## src/rtl/snes_input_arbiter_if.sv

```systemverilog
// rtl/snes_input_arbiter_if.sv - source/select/latch bus between the input front-ends and the SNES arbiter
interface snes_input_arbiter_if #(
   parameter int N_SRC = 3,
   parameter int WIDTH = 16
) ();
   localparam int SW = (N_SRC > 2) ? $clog2(N_SRC) : 1;

   logic [N_SRC*WIDTH-1:0] src_data;
   logic                   auto_mode;
   logic [SW-1:0]          sel;
   logic                   latch;
   logic [WIDTH-1:0]       snes_data;
   logic [SW-1:0]          owner;
   logic                   owner_valid;

   modport master (
      output src_data, auto_mode, sel, latch,
      input  snes_data, owner, owner_valid
   );

   modport slave (
      input  src_data, auto_mode, sel, latch,
      output snes_data, owner, owner_valid
   );
endinterface

```

## src/rtl/snes_input_arbiter.sv

```systemverilog
// rtl/snes_input_arbiter.sv - manual/auto ownership arbiter feeding a latch-frozen SNES button word
// Define SNES_ARB_SYNC_EN to pass every source word through a two-flop synchroniser.
module snes_input_arbiter #(
   parameter int N_SRC       = 3,
   parameter int WIDTH       = 16,
   parameter int HOLD_CYCLES = 1024
) (
   input logic clk,
   input logic reset,
   snes_input_arbiter_if.slave bus
);
   localparam int SW = (N_SRC > 2) ? $clog2(N_SRC) : 1;
   localparam int CW = $clog2(HOLD_CYCLES + 1);
   localparam logic [CW-1:0] CNT_LAST = CW'(HOLD_CYCLES - 1);
   localparam logic [CW-1:0] CNT_MAX  = CW'(HOLD_CYCLES);
   localparam logic [SW:0]   N_SRC_W  = (SW + 1)'(N_SRC);

   typedef enum logic {
      ST_IDLE,
      ST_OWNED
   } state_t;

   logic [N_SRC*WIDTH-1:0] src_w;

`ifdef SNES_ARB_SYNC_EN
   logic [N_SRC*WIDTH-1:0] sync1_q, sync1_d;
   logic [N_SRC*WIDTH-1:0] sync2_q, sync2_d;

   always_comb begin
      sync1_d = bus.src_data;
      sync2_d = sync1_q;
   end

   always_ff @(posedge clk or posedge reset) begin
      if (reset) begin
         sync1_q <= '0;
         sync2_q <= '0;
      end else begin
         sync1_q <= sync1_d;
         sync2_q <= sync2_d;
      end
   end

   assign src_w = sync2_q;
`else
   assign src_w = bus.src_data;
`endif

   state_t           state_q, state_d;
   logic [CW-1:0]    cnt_q, cnt_d;
   logic [SW-1:0]    owner_q, owner_d;
   logic             owner_valid_q, owner_valid_d;
   logic [WIDTH-1:0] snes_data_q, snes_data_d;

   logic [N_SRC-1:0] active;
   logic             any_active;
   logic [SW-1:0]    first_idx;
   logic             owner_active;
   logic [WIDTH-1:0] owner_word;
   logic             sel_in_range;

   always_comb begin
      for (int i = 0; i < N_SRC; i++) begin
         active[i] = |src_w[i*WIDTH +: WIDTH];
      end
   end

   // Out-of-range owner indices match no source, so their word reads as zero.
   always_comb begin
      any_active   = |active;
      first_idx    = '0;
      owner_active = 1'b0;
      owner_word   = '0;
      for (int i = N_SRC - 1; i >= 0; i--) begin
         if (active[i]) begin
            first_idx = SW'(i);
         end
      end
      for (int i = 0; i < N_SRC; i++) begin
         if (owner_q == SW'(i)) begin
            owner_active = active[i];
            owner_word   = src_w[i*WIDTH +: WIDTH];
         end
      end
   end

   assign sel_in_range = ({1'b0, bus.sel} < N_SRC_W);

   always_comb begin
      state_d       = state_q;
      cnt_d         = cnt_q;
      owner_d       = owner_q;
      owner_valid_d = owner_valid_q;

      if (!bus.auto_mode) begin
         state_d       = ST_IDLE;
         cnt_d         = '0;
         owner_d       = bus.sel;
         owner_valid_d = sel_in_range;
      end else begin
         unique case (state_q)
            ST_IDLE: begin
               owner_valid_d = 1'b0;
               cnt_d         = '0;
               if (any_active) begin
                  state_d       = ST_OWNED;
                  owner_d       = first_idx;
                  owner_valid_d = 1'b1;
               end
            end
            ST_OWNED: begin
               if (owner_active) begin
                  cnt_d = '0;
               end else if (cnt_q == CNT_LAST) begin
                  // Owner stays visible but invalid; re-arbitration waits for IDLE.
                  state_d       = ST_IDLE;
                  cnt_d         = '0;
                  owner_valid_d = 1'b0;
               end else if (cnt_q != CNT_MAX) begin
                  cnt_d = cnt_q + 1'b1;
               end
            end
            default: begin
               state_d       = ST_IDLE;
               cnt_d         = '0;
               owner_valid_d = 1'b0;
            end
         endcase
      end
   end

   // Latch samples the pre-edge owner so the shifted word is never torn by a handover.
   always_comb begin
      snes_data_d = snes_data_q;
      if (bus.latch) begin
         snes_data_d = owner_valid_q ? owner_word : '0;
      end
   end

   always_ff @(posedge clk or posedge reset) begin
      if (reset) begin
         state_q       <= ST_IDLE;
         cnt_q         <= '0;
         owner_q       <= '0;
         owner_valid_q <= 1'b0;
         snes_data_q   <= '0;
      end else begin
         state_q       <= state_d;
         cnt_q         <= cnt_d;
         owner_q       <= owner_d;
         owner_valid_q <= owner_valid_d;
         snes_data_q   <= snes_data_d;
      end
   end

   assign bus.snes_data   = snes_data_q;
   assign bus.owner       = owner_q;
   assign bus.owner_valid = owner_valid_q;
endmodule

```

## src/flat_wrapper.sv

```systemverilog
// flat-port wrapper written by rule: the top's interface ports become plain ports
module snes_input_arbiter_flat 
#(
   parameter int N_SRC       = 3,
   parameter int WIDTH       = 16,
   parameter int HOLD_CYCLES = 1024
)
  (clk, reset, bus_src_data, bus_auto_mode, bus_sel, bus_latch, bus_snes_data, bus_owner, bus_owner_valid);
  snes_input_arbiter_if #(.N_SRC(N_SRC), .WIDTH(WIDTH)) bus_i ();
  input logic clk;
  input logic reset;
  input wire logic [$bits(bus_i.src_data)-1:0] bus_src_data;
  input wire logic [$bits(bus_i.auto_mode)-1:0] bus_auto_mode;
  input wire logic [$bits(bus_i.sel)-1:0] bus_sel;
  input wire logic [$bits(bus_i.latch)-1:0] bus_latch;
  output wire logic [$bits(bus_i.snes_data)-1:0] bus_snes_data;
  output wire logic [$bits(bus_i.owner)-1:0] bus_owner;
  output wire logic [$bits(bus_i.owner_valid)-1:0] bus_owner_valid;
  assign bus_i.src_data = bus_src_data;
  assign bus_i.auto_mode = bus_auto_mode;
  assign bus_i.sel = bus_sel;
  assign bus_i.latch = bus_latch;
  assign bus_snes_data = bus_i.snes_data;
  assign bus_owner = bus_i.owner;
  assign bus_owner_valid = bus_i.owner_valid;
  snes_input_arbiter #(.N_SRC(N_SRC), .WIDTH(WIDTH), .HOLD_CYCLES(HOLD_CYCLES)) u_core (.clk(clk), .reset(reset), .bus(bus_i));
endmodule
```

## config.mk

```make
export PLATFORM = sky130hd
export DESIGN_NAME = snes_input_arbiter_flat
export DESIGN_NICKNAME = d
export VERILOG_FILES = /design/src/rtl/snes_input_arbiter_if.sv /design/src/rtl/snes_input_arbiter.sv /design/src/flat_wrapper.sv
export SDC_FILE = /design/constraint.sdc
export NUM_CORES = 1
export LEC_CHECK = 0
export BUFFER_PORTS_ARGS = -buffer_cell sky130_fd_sc_hd__buf_2
export CAP_MARGIN = 20
export CORE_MARGIN = 1
export CORE_UTILIZATION = 23
export CTS_CLUSTER_DIAMETER = 120
export DETAILED_ROUTE_END_ITERATION = 8
export PLACE_DENSITY = 0.44
export SLEW_MARGIN = 20
export SYNTH_ARGS = -nofsm -noshare
export SYNTH_HDL_FRONTEND = slang
export SYNTH_SLANG_ARGS = --single-unit
```

## constraint.sdc

```tcl
create_clock -name clk -period 2.5 [get_ports clk]
set_input_delay 0.25 -clock clk [delete_from_list [all_inputs] [get_ports clk]]
set_output_delay 0.25 -clock clk [all_outputs]
set_load 0.01 [all_outputs]
```

==> out/qor.yml, run 1 <==
timing:
  tightest_slew_ns: 0.599
  skew_ns: 0.00772
  setup_viol_count_final: 0
  fin_tns_setup_ns: 0
  fin_crit_ns: 1.83
  rsz0062_at_grt: "no"
  maxSlewViolCount: 0
  setup_slack_ns: 0.668
  timing.slew.headroom_pct: 60.0
  clock.fmax_ghz: 0.546
  finalCritPeriodShare_pct: 73.3
  hold_violations: 0
  holdWs_ns: 0.0396
critical_path:
  crit_start: "u_core.cnt_q[0]$_DFFE_PP0P_"
  startpoint_type: "register"
  critPathRequiredTime_ns: 2.67
  reg2reg_slack_ns: 0.67
  cp-endpoint: "u_core.bus.owner_valid$_DFFE_PP0P_"
  path_delay_family: "simple AND/OR/NAND/NOR gates"
  reg2reg_from: "u_core.cnt_q[0]$_DFFE_PP0P_"
  rr_worst_depth: 6
  crit_type: "register to register"
  critPathBufInv: 0
  slowest_delay_ns: 0.55
  crit_chain: "ha_1 > nand2_1 > or4_4 > o211a_4 > nor2b_2 > o21ai_1"
  arrival_ns: 2.00
  cp.depth: 6
  cpMaxStageDelayCell: "or4_4"
  crit_path_max_fanout: 4
  r2r_end: "u_core.bus.owner_valid$_DFFE_PP0P_"
  end_kind: "register"
cells_and_area:
  area_growth_pct: 31.4
  drive_gt1_share_pct: 35.3
  layout_common_cells: "buf_2 (72), nor2_1 (32), dfrtp_1 (31)"
  final_common_cell: "buf_2"
  nFillCells: 826
  fin_nets: 341
  antenna-diode-count: 0
yosys:
  synthFlopType: "dfrtp_1"
  ys_seq_area_share_pct: 40.8
  syn-num-nets: 268
  ys_ff_latch: 31
  synth_cell_types: 37
  netlist_area_sq_mm: 0.00190
  synth_edf_count: 0
  ys_warn_count: 0
  synthCells: 212
  async_flop_share_pct: 100
  syn_area_per_cell_sq_um: 8.96
routing:
  routed_wirelength_um: 5220
  vias: 1752
  drt_iter0_markers: 49
  wire_per_inst_um: 13.5
  drt.antenna.violating_nets: 0
  vias_per_cell: 4.52
  drtPass1Iterations: 4
  drc_errors: 0
pwr:
  power_mw: 1.47
  vdd_drop_max_mv: 0.196
  p_leak_nw: 1.15
  power_density_mw_per_mm2: 590
placed_design:
  port_buffers: 72
  gp_congestion: 0.754
  dp_worst_setup_slack_ns: 0.500
  hpwl_um: 4170
clock_network:
  cts_hold_buffers: 0
  clk_latency_ns: 0.28
  cts_root_buf: "clkbuf_8"
  htree_levels: 2
  clock_path_buffers: 2
  cts.sinks: 31
  cts_setup_buffers: 0
  cts_buffers: 5
  cts_tree: "yes"
  path_clk_slew_ns: 0.07
  cts_resized: 0
grt:
  grt_overflow: 0
  grt_pass1_wl_um: 8550
  grt_max_degree: 32
  grt_pass1_vias: 1815
  grt_usage_pct: 12.7
  antenna_found_initial: 0
floorplan:
  die_y_um: 92.9
  start_util_pct: 24.2
  die_area_sq_mm: 0.00863
  core_sq_mm: 0.00785
  rows: 32
  io_pins: 73
  die_x_um: 92.9
min_path:
  hold_class: "primary input to async pin"
run_status:
  status: "completed"
flow_run:
  maxCapViolations: 0
-- where the power goes --
part           switching, mW  internal (mW)  leakage, nW
registers             0.0390          0.551        0.410
logic                  0.204          0.163        0.680
clock network          0.193          0.322       0.0612
-- per-stage QoR --
stage / util, % / instance area (sq um) / instances
2_1_floorplan: - / 1900 / 212
3_3_place_gp: 30.3 / 2380 / 380
3_5_place_dp: 30.3 / 2380 / 380
4_1_cts: 31.8 / 2490 / 388
5_1_grt: 31.8 / 2490 / 388
6_report: 31.8 / 2490 / 388
-- cell families (layout without fill, tap and decap cells) --
kind of cell	count (synthesis)	after routing	synth area share, %
compound gates	48	48	16.0
flops	31	31	40.8
fa+ha+maj	2	2	1.32
mux	17	17	9.02
simple gates	75	75	22.9
buf+inv	31	105	6.26
xor+xnor	8	8	3.69
-- how the worst min path moves through the flow --
stage,from,to,slack [ns],depth (start not counted)
after global placement,reset,u_core.bus.snes_data[13]$_DFFE_PP0P_,0.36,3
after CTS,reset,u_core.bus.snes_data[13]$_DFFE_PP0P_,0.05,3
after global routing,reset,u_core.bus.snes_data[12]$_DFFE_PP0P_,0.09,3
after floorplan,reset,u_core.bus.owner[0]$_DFFE_PP0P_,0.35,1
after detailed placement,reset,u_core.bus.snes_data[13]$_DFFE_PP0P_,0.37,3
final,reset,u_core.bus.snes_data[13]$_DFFE_PP0P_,0.04,3
-- metal layers --
| layer | global-route usage, % | up-vias | part of all wire (%) |
|---|---|---|---|
| li1 | - | 897 | - |
| met1 | 16.3 | 806 | 45 |
| met2 | 21.6 | 46 | 49 |
| met3 | 2.87 | 3 | 5.8 |
| met4 | 2.95 | 0 | 0.38 |
| met5 | 0 | - | 0 |
-- worst register-to-register path, cell delays in order (launching register included) --
cell and delay, ns:
dfrtp_1 0.41, ha_1 0.23, nand2_1 0.09, or4_4 0.56
o211a_4 0.27, nor2b_2 0.11, o21ai_1 0.07
-- synthesized netlist by cell type (2+ instances only) --
library cell | count | share of area (%)
nor3_1 | 2 | 0.53
a41oi_1 | 2 | 0.92
clkbuf_1 | 8 | 1.6
a21o_1 | 2 | 0.79
mux2i_1 | 16 | 8.4
inv_1 | 21 | 4.2
nand3_1 | 7 | 1.8
nand2_1 | 7 | 1.4
o21ai_0 | 3 | 0.79
buf_2 | 2 | 0.53
ha_1 | 2 | 1.3
a21oi_1 | 20 | 5.3
nand4_1 | 2 | 0.66
nor2_1 | 32 | 6.3
xor2_1 | 4 | 1.8
nor4_1 | 6 | 2.0
o22ai_1 | 16 | 5.3
xnor2_1 | 4 | 1.8
nor4_2 | 8 | 5.3
dfrtp_1 | 31 | 41
-- cell type report --
type	count	area [sq um]	share of cell area, %
Inverter	21	78.8	3.16
Multi-Input combinational cell	150	1000	40.3
Tap cell	102	128	5.12
Sequential cell	31	776	31.1
Clock buffer	6	82.6	3.31
Clock inverter	2	35.0	1.40
Timing Repair Buffer	76	390	15.6
-- sequential cells by signal, summed over array words and instances (netlist names) --
signal and flops:
u_core.state_q 1, u_core.bus.owner_valid 1, u_core.bus.owner 2, u_core.cnt_q 11, u_core.bus.snes_data 16
Note: power is estimated with default switching activity, not from simulation.
==> inputs of run 2 (changes only) <==
==> constraint.sdc (replaced) <==
create_clock -name clk -period 1.92 [get_ports clk]
set_input_delay 0.192 -clock clk [delete_from_list [all_inputs] [get_ports clk]]
set_output_delay 0.192 -clock clk [all_outputs]
set_load 0.01 [all_outputs]
==> run 2 against run 1 <==
The run now ends with negative hold slack left. Combinational power is 34% higher. Register-to-register slack worse by 0.56 ns. Critical path depth did not move. Flip-flop and latch count is the same. Die area unchanged. Final cell count grew 1.5%. Routed wire length grew 2.9%. Maximum frequency increased by 1.1%. First-iteration DRC count up 33%.
==> out/qor.yml, run 2 (synthesis results as in run 1) <==
grt:
  busiest_layer: "met2"  # unchanged
  grt_overflow: 0  # unchanged
  grt_max_degree: 32  # unchanged
  met1_usage_pct: 15.8  # was 16.3%
  use_met2_pct: 22.9  # was 21.6%
  grt_usage_pct: 13.0  # was 12.7%
  gr-usage-met3_pct: 3.61  # was 2.87%
  grt_pass1_vias: 1930  # was 1815
  antenna_found_initial: 0  # unchanged
  grt_pass1_wl_um: 8880  # was 8550 um
cells_and_area:
  nFillCells: 869  # was 826
  drive_gt1_share_pct: 36.0  # was 35.3%
  area_growth_pct: 31.8  # was 31.4%
  largest_register_ffs: 16  # unchanged
  layout_common_cells: "buf_2 (72), nor2_1 (32), dfrtp_1 (31)"  # unchanged
  antenna-diode-count: 0  # unchanged
  final_common_cell: "buf_2"  # unchanged
  fin_area_sq_mm: 0.00250  # was 0.00249 sq mm
  utilization_pct: 31.9  # was 31.8%
  fin_nets: 347  # was 341
critical_path:
  critPathBufInv: 0  # unchanged
  reg2reg_from: "u_core.cnt_q[0]$_DFFE_PP0P_"  # unchanged
  startpoint_type: "register"  # unchanged
  cpMaxStageDelayCell: "or4_4"  # unchanged
  crit_chain: "ha_1 > nand2_1 > or4_4 > o211a_4 > nor2b_2 > o21ai_1"  # unchanged
  crit_type: "register to register"  # unchanged
  critPathRequiredTime_ns: 2.08  # was 2.67 ns
  crit_start: "u_core.cnt_q[0]$_DFFE_PP0P_"  # unchanged
  arrival_ns: 1.98  # was 2.00 ns
  slowest_delay_ns: 0.55  # about the same
  path_delay_family: "simple AND/OR/NAND/NOR gates"  # unchanged
  end_kind: "register"  # unchanged
  crit_path_max_fanout: 4  # unchanged
timing:
  fin_tns_setup_ns: 0  # unchanged
  tightest_slew_ns: 0.603  # was 0.599 ns
  fin_crit_ns: 1.81  # was 1.83 ns
  timing.slew.headroom_pct: 59.7  # was 60.0%
  rsz0062_at_grt: "no"  # unchanged
  finalCritPeriodShare_pct: 94.4  # was 73.3%
  holdWs_ns: -0.00523  # was 0.0396 ns
  hold_violations: 5  # was 0
  clock.fmax_ghz: 0.552  # was 0.546 GHz
  maxSlewViolCount: 0  # unchanged
  setup_viol_count_final: 0  # unchanged
  skew_ns: 0.00464  # was 0.00772 ns
clock_network:
  clk_latency_ns: 0.28  # about the same
  cts_tree: "yes"  # unchanged
  cts_buffers: 5  # unchanged
  cts_resized: 0  # unchanged
  cts_hold_buffers: 0  # unchanged
  cts_setup_buffers: 0  # unchanged
  clock_path_buffers: 2  # unchanged
  htree_levels: 2  # unchanged
  cts_root_buf: "clkbuf_8"  # unchanged
  cts.sinks: 31  # unchanged
  path_clk_slew_ns: 0.06  # was 0.07 ns
placed_design:
  gp_congestion: 0.755  # was 0.754
  placed_area_sq_mm: 0.00242  # was 0.00238 sq mm
  hpwl_um: 4270  # was 4170 um
  port_buffers: 72  # unchanged
routing:
  drtPass1Iterations: 4  # unchanged
  wire_per_inst_um: 13.6  # was 13.5 um
  drc_errors: 0  # unchanged
  vias: 1816  # was 1752
  drt_iter0_markers: 65  # was 49
  routed_wirelength_um: 5370  # was 5220 um
  vias_per_cell: 4.61  # was 4.52
  drt.antenna.violating_nets: 0  # unchanged
floorplan:
  die_y_um: 92.9  # unchanged
  start_util_pct: 24.2  # unchanged
  io_pins: 73  # unchanged
  die_x_um: 92.9  # unchanged
  die_area_sq_mm: 0.00863  # unchanged
  core_sq_mm: 0.00785  # unchanged
  rows: 32  # unchanged
pwr:
  p_leak_nw: 1.16  # was 1.15 nW
  vdd_drop_max_mv: 0.221  # was 0.196 mV
  power_density_mw_per_mm2: 699  # was 590 mW/mm^2
  power_mw: 1.75  # was 1.47 mW
run_status:
  status: "complete, but fails checks"  # was completed
  violations: "negative hold slack"
min_path:
  hold_class: "primary input to async pin"  # unchanged
flow_run:
  maxCapViolations: 0  # unchanged
[run 2: stage by stage]
step                std cells  setup WS (ns)  hold slack [ns]
floorplan                 212          0.202            0.296
CTS                       394          0.105          0.00554
global placement          386         0.0877            0.304
global route              394         0.0130           0.0242
finish                    394          0.107         -0.00523
detailed placement        386         0.0965            0.312
[run 2: path summary, 6_finish.rpt]
check                                                  endpoint  slack, ns  cells past startpoint
setup / recovery             u_core.bus.owner_valid$_DFFE_PP0P_       0.11                      6
hold / removal             u_core.bus.snes_data[12]$_DFFE_PP0P_     -0.005                      3
setup reg to reg             u_core.bus.owner_valid$_DFFE_PP0P_       0.11                      6
hold reg to reg            u_core.bus.snes_data[12]$_DFFE_PP0P_       0.52                      2
max in group asynchronous           u_core.cnt_q[8]$_DFFE_PP0P_       1.62                      3
min in group clk                u_core.bus.owner[1]$_DFFE_PP0P_       0.17                      3
[run 2: cell type report]
cell class / instances / area [sq um] / area share, %
Timing Repair Buffer: 82 / 435 / 17.4
Tap cell: 102 / 128 / 5.10
Clock buffer: 7 / 76.3 / 3.05
Sequential cell: 31 / 776 / 31.0
Clock inverter: 1 / 5.00 / 0.200
Multi-Input combinational cell: 150 / 1000 / 40.1
Inverter: 21 / 78.8 / 3.15
[run 2: worst register-to-register path: stages, from the launching register on]
cell	delay, ns
dfrtp_1	0.40
ha_1	0.22
nand2_1	0.09
or4_4	0.55
o211a_4	0.27
nor2b_2	0.11
o21ai_1	0.07
[run 2: power by group]
group	internal (mW)	leakage (nW)	switching (mW)
combinational	0.219	0.710	0.273
clock	0.254	0.0422	0.237
sequential	0.718	0.410	0.0475
[run 2: layer usage]
layer | part of all wire (%) | vias to the layer above
li1 | - | 907
met1 | 45 | 856
met2 | 49 | 46
met3 | 6.1 | 7
met4 | 0.76 | 0
met5 | 0 | -
==> inputs of run 3 (changes only) <==
--- a/config.mk
+++ b/config.mk
@@ -5,6 +5,7 @@
 export SDC_FILE = /design/constraint.sdc
 export NUM_CORES = 1
 export LEC_CHECK = 0
+export ABC_AREA = 1
 export BUFFER_PORTS_ARGS = -buffer_cell sky130_fd_sc_hd__buf_2
 export CAP_MARGIN = 20
 export CORE_MARGIN = 1
==> run 3 against run 2 <==
The run still ends with negative hold slack left. Synthesized area increased by 1.9%. Non-clock buffer count fell by 5. Synthesized cell count grew 24%. Clock-buffer cell count is 1 higher. Core utilization down 1.0 points. Final area grew 0.90%. Sequential share of layout area fell by 0.28 points. Critical endpoint is now u_core.cnt_q[1]$_DFFE_PP0P_.
==> out/qor.yml, run 3 <==
run_status:
  status: "complete, but fails checks"  # unchanged
  violations: "negative hold slack"  # unchanged
yosys:
  async_flop_share_pct: 100  # unchanged
  synth_area_leaders: "dfrtp_1 (40%), nor2_1 (8.7%), inv_1 (7.8%)"  # was dfrtp_1 (41%), mux2i_1 (8.4%), nor2_1 (6.3%)
  syn-num-nets: 319  # was 268
  synthFlopType: "dfrtp_1"  # unchanged
  ys_warn_count: 0  # unchanged
  yosysTopAreaCell: "dfrtp_1"  # unchanged
  syn_area_per_cell_sq_um: 7.36  # was 8.96 sq um
  yosysTopAreaCellShare_pct: 40.1  # was 40.8%
  synth_common_cells: "nor2_1 (45), inv_1 (40), nand2_1 (38), dfrtp_1 (31), o22ai_1 (16)"  # was nor2_1 (32), dfrtp_1 (31), inv_1 (21), a21oi_1 (20)
  synthCells: 263  # was 212
  ys_seq_area_share_pct: 40.1  # was 40.8%
  netlist_area_sq_mm: 0.00194  # was 0.00190 sq mm
  synth_most_common_cell: "nor2_1"  # unchanged
  synth_cell_types: 25  # was 37
  ys_ff_latch: 31  # unchanged
  synth_edf_count: 0  # unchanged
clock_network:
  cts_resized: 0  # unchanged
  clk_latency_ns: 0.28  # about the same
  cts.sinks: 31  # unchanged
  htree_levels: 2  # unchanged
  cts_setup_buffers: 0  # unchanged
  path_clk_slew_ns: 0.07  # was 0.06 ns
  clock_path_buffers: 2  # unchanged
  cts_hold_buffers: 0  # unchanged
  cts_root_buf: "clkbuf_8"  # unchanged
  cts_buffers: 5  # unchanged
  cts_tree: "yes"  # unchanged
floorplan:
  start_util_pct: 23.7  # was 24.2%
  die_x_um: 93.7  # was 92.9 um
  die_y_um: 93.7  # was 92.9 um
  core_sq_mm: 0.00818  # was 0.00785 sq mm
  rows: 33  # was 32
  io_pins: 73  # unchanged
  die_area_sq_mm: 0.00879  # was 0.00863 sq mm
timing:
  fin_crit_ns: 1.73  # was 1.81 ns
  tightest_slew_ns: 0.600  # was 0.603 ns
  setup_viol_count_final: 0  # unchanged
  fin_tns_setup_ns: 0  # unchanged
  holdWs_ns: -0.0167  # was -0.00523 ns
  skew_ns: 0.00646  # was 0.00464 ns
  clock.fmax_ghz: 0.578  # was 0.552 GHz
  maxSlewViolCount: 0  # unchanged
  hold_violations: 31  # was 5
  timing.slew.headroom_pct: 59.9  # was 59.7%
  finalCritPeriodShare_pct: 90.1  # was 94.4%
  rsz0062_at_grt: "no"  # unchanged
routing:
  drc_errors: 0  # unchanged
  wire_per_inst_um: 12.8  # was 13.6 um
  vias: 1965  # was 1816
  drt_iter0_markers: 59  # was 65
  drtPass1Iterations: 4  # unchanged
  vias_per_cell: 4.41  # was 4.61
  routed_wirelength_um: 5710  # was 5370 um
  drt.antenna.violating_nets: 0  # unchanged
grt:
  grt_pass1_vias: 1897  # was 1930
  antenna_found_initial: 0  # unchanged
  grt_usage_pct: 14.0  # was 13.0%
  grt_overflow: 0  # unchanged
  grt_pass1_wl_um: 9270  # was 8880 um
  grt_max_degree: 32  # unchanged
critical_path:
  critPathRequiredTime_ns: 2.14  # was 2.08 ns
  crit_start: "u_core.cnt_q[0]$_DFFE_PP0P_"  # unchanged
  startpoint_type: "register"  # unchanged
  end_kind: "register"  # unchanged
  crit_path_max_fanout: 8  # was 4
  crit_type: "register to register"  # unchanged
  reg2reg_from: "u_core.cnt_q[0]$_DFFE_PP0P_"  # unchanged
  arrival_ns: 1.95  # was 1.98 ns
cells_and_area:
  fin_cells: 446  # was 394
  final_common_cell: "buf_2"  # unchanged
  nFillCells: 929  # was 869
  largest_register_ffs: 16  # unchanged
  antenna-diode-count: 0  # unchanged
  fin_nets: 396  # was 347
  area_growth_pct: 30.5  # was 31.8%
  layout_common_cells: "buf_2 (72), nor2_1 (45), inv_1 (40)"  # was buf_2 (72), nor2_1 (32), dfrtp_1 (31)
  drive_gt1_share_pct: 33.7  # was 36.0%
placed_design:
  hpwl_um: 4590  # was 4270 um
  port_buffers: 72  # unchanged
  place_inst: 438  # was 386
  gp_congestion: 0.786  # was 0.755
flow_run:
  maxCapViolations: 0  # unchanged
pwr:
  power_density_mw_per_mm2: 799  # was 699 mW/mm^2
  power_mw: 2.02  # was 1.75 mW
  p_leak_nw: 1.26  # was 1.16 nW
  vdd_drop_max_mv: 0.231  # was 0.221 mV
min_path:
  hold_class: "primary input to async pin"  # unchanged
run 3: cell count changes after synthesis, sizes merged, moves of 4 or more:
| cell | previous run | this run |
|---|---|---|
| a21oi | 20 | 5 |
| mux2i | 16 | 1 |
| a22o | 0 | 4 |
| nor2 | 32 | 61 |
| nand3 | 7 | 13 |
| clkbuf | 8 | 2 |
| nand2 | 9 | 43 |
| nor4 | 14 | 0 |
| a221oi | 0 | 12 |
| inv | 21 | 49 |
| nor3 | 2 | 7 |
run 3: cells by family after synthesis:
logic type | Yosys count | synth area share [%]
muxes | 1 | 0.517
xor gates and xnor gates | 5 | 2.26
AOI/OAI and AO/OA | 40 | 14.5
DFF | 31 | 40.1
and+or+nand+nor | 128 | 29.9
adders and majority gates | 2 | 1.29
buffers and inverters | 56 | 11.5
run 3: worst paths after layout:
path	to	slack (ns)	cells after the start
setup / recovery	u_core.cnt_q[1]$_DFFE_PP0P_	0.19	9
setup reg to reg	u_core.cnt_q[1]$_DFFE_PP0P_	0.19	9
min in group clk	u_core.bus.owner[1]$_DFFE_PP0P_	0.15	3
max in group asynchronous	u_core.bus.owner[0]$_DFFE_PP0P_	1.64	3
hold reg to reg	u_core.bus.snes_data[14]$_DFFE_PP0P_	0.53	2
hold / removal	u_core.bus.snes_data[2]$_DFFE_PP0P_	-0.02	3
run 3: per-layer routing:
| metal | vias to the layer above | wire length (um) | global-route usage (%) |
|---|---|---|---|
| li1 | 1010 | - | - |
| met1 | 886 | 2710 | 18.8 |
| met2 | 64 | 2590 | 22.1 |
| met3 | 5 | 325 | 3.16 |
| met4 | 0 | 80 | 4.49 |
| met5 | - | 0 | 0 |
run 3: where the power goes:
| group | internal [mW] | switching [mW] |
|---|---|---|
| clock network | 0.327 | 0.240 |
| registers | 0.756 | 0.0662 |
| logic | 0.260 | 0.368 |
run 3: area by class of cell:
class	count	area, sq um	share of cell area [%]
sequential	31	776	30.7
tap	105	131	5.20
clock buffer	8	100	3.96
inverter	49	184	7.28
timing repair buffer	77	398	15.8
multi-input combinational	176	937	37.1
run 3: per-stage QoR:
step	area (sq um)	util, %	hold WS (ns)	setup WS, ns
6_report	2530	30.9	-0.0167	0.189
5_1_grt	2530	30.9	0.0207	0.0143
4_1_cts	2530	30.9	0.00222	0.171
3_5_place_dp	2430	29.7	0.307	0.193
3_3_place_gp	2430	29.7	0.304	0.226
2_1_floorplan	1940	-	0.296	0.396
run 3: critical path: stages, from the launching register on:
cell     delay (ns)
dfrtp_1        0.41
ha_1           0.24
nand3_1        0.12
inv_2          0.03
nand2_1        0.09
inv_2          0.04
nand2_1        0.05
nand3_1        0.10
or2_1          0.43
nor2_4         0.15
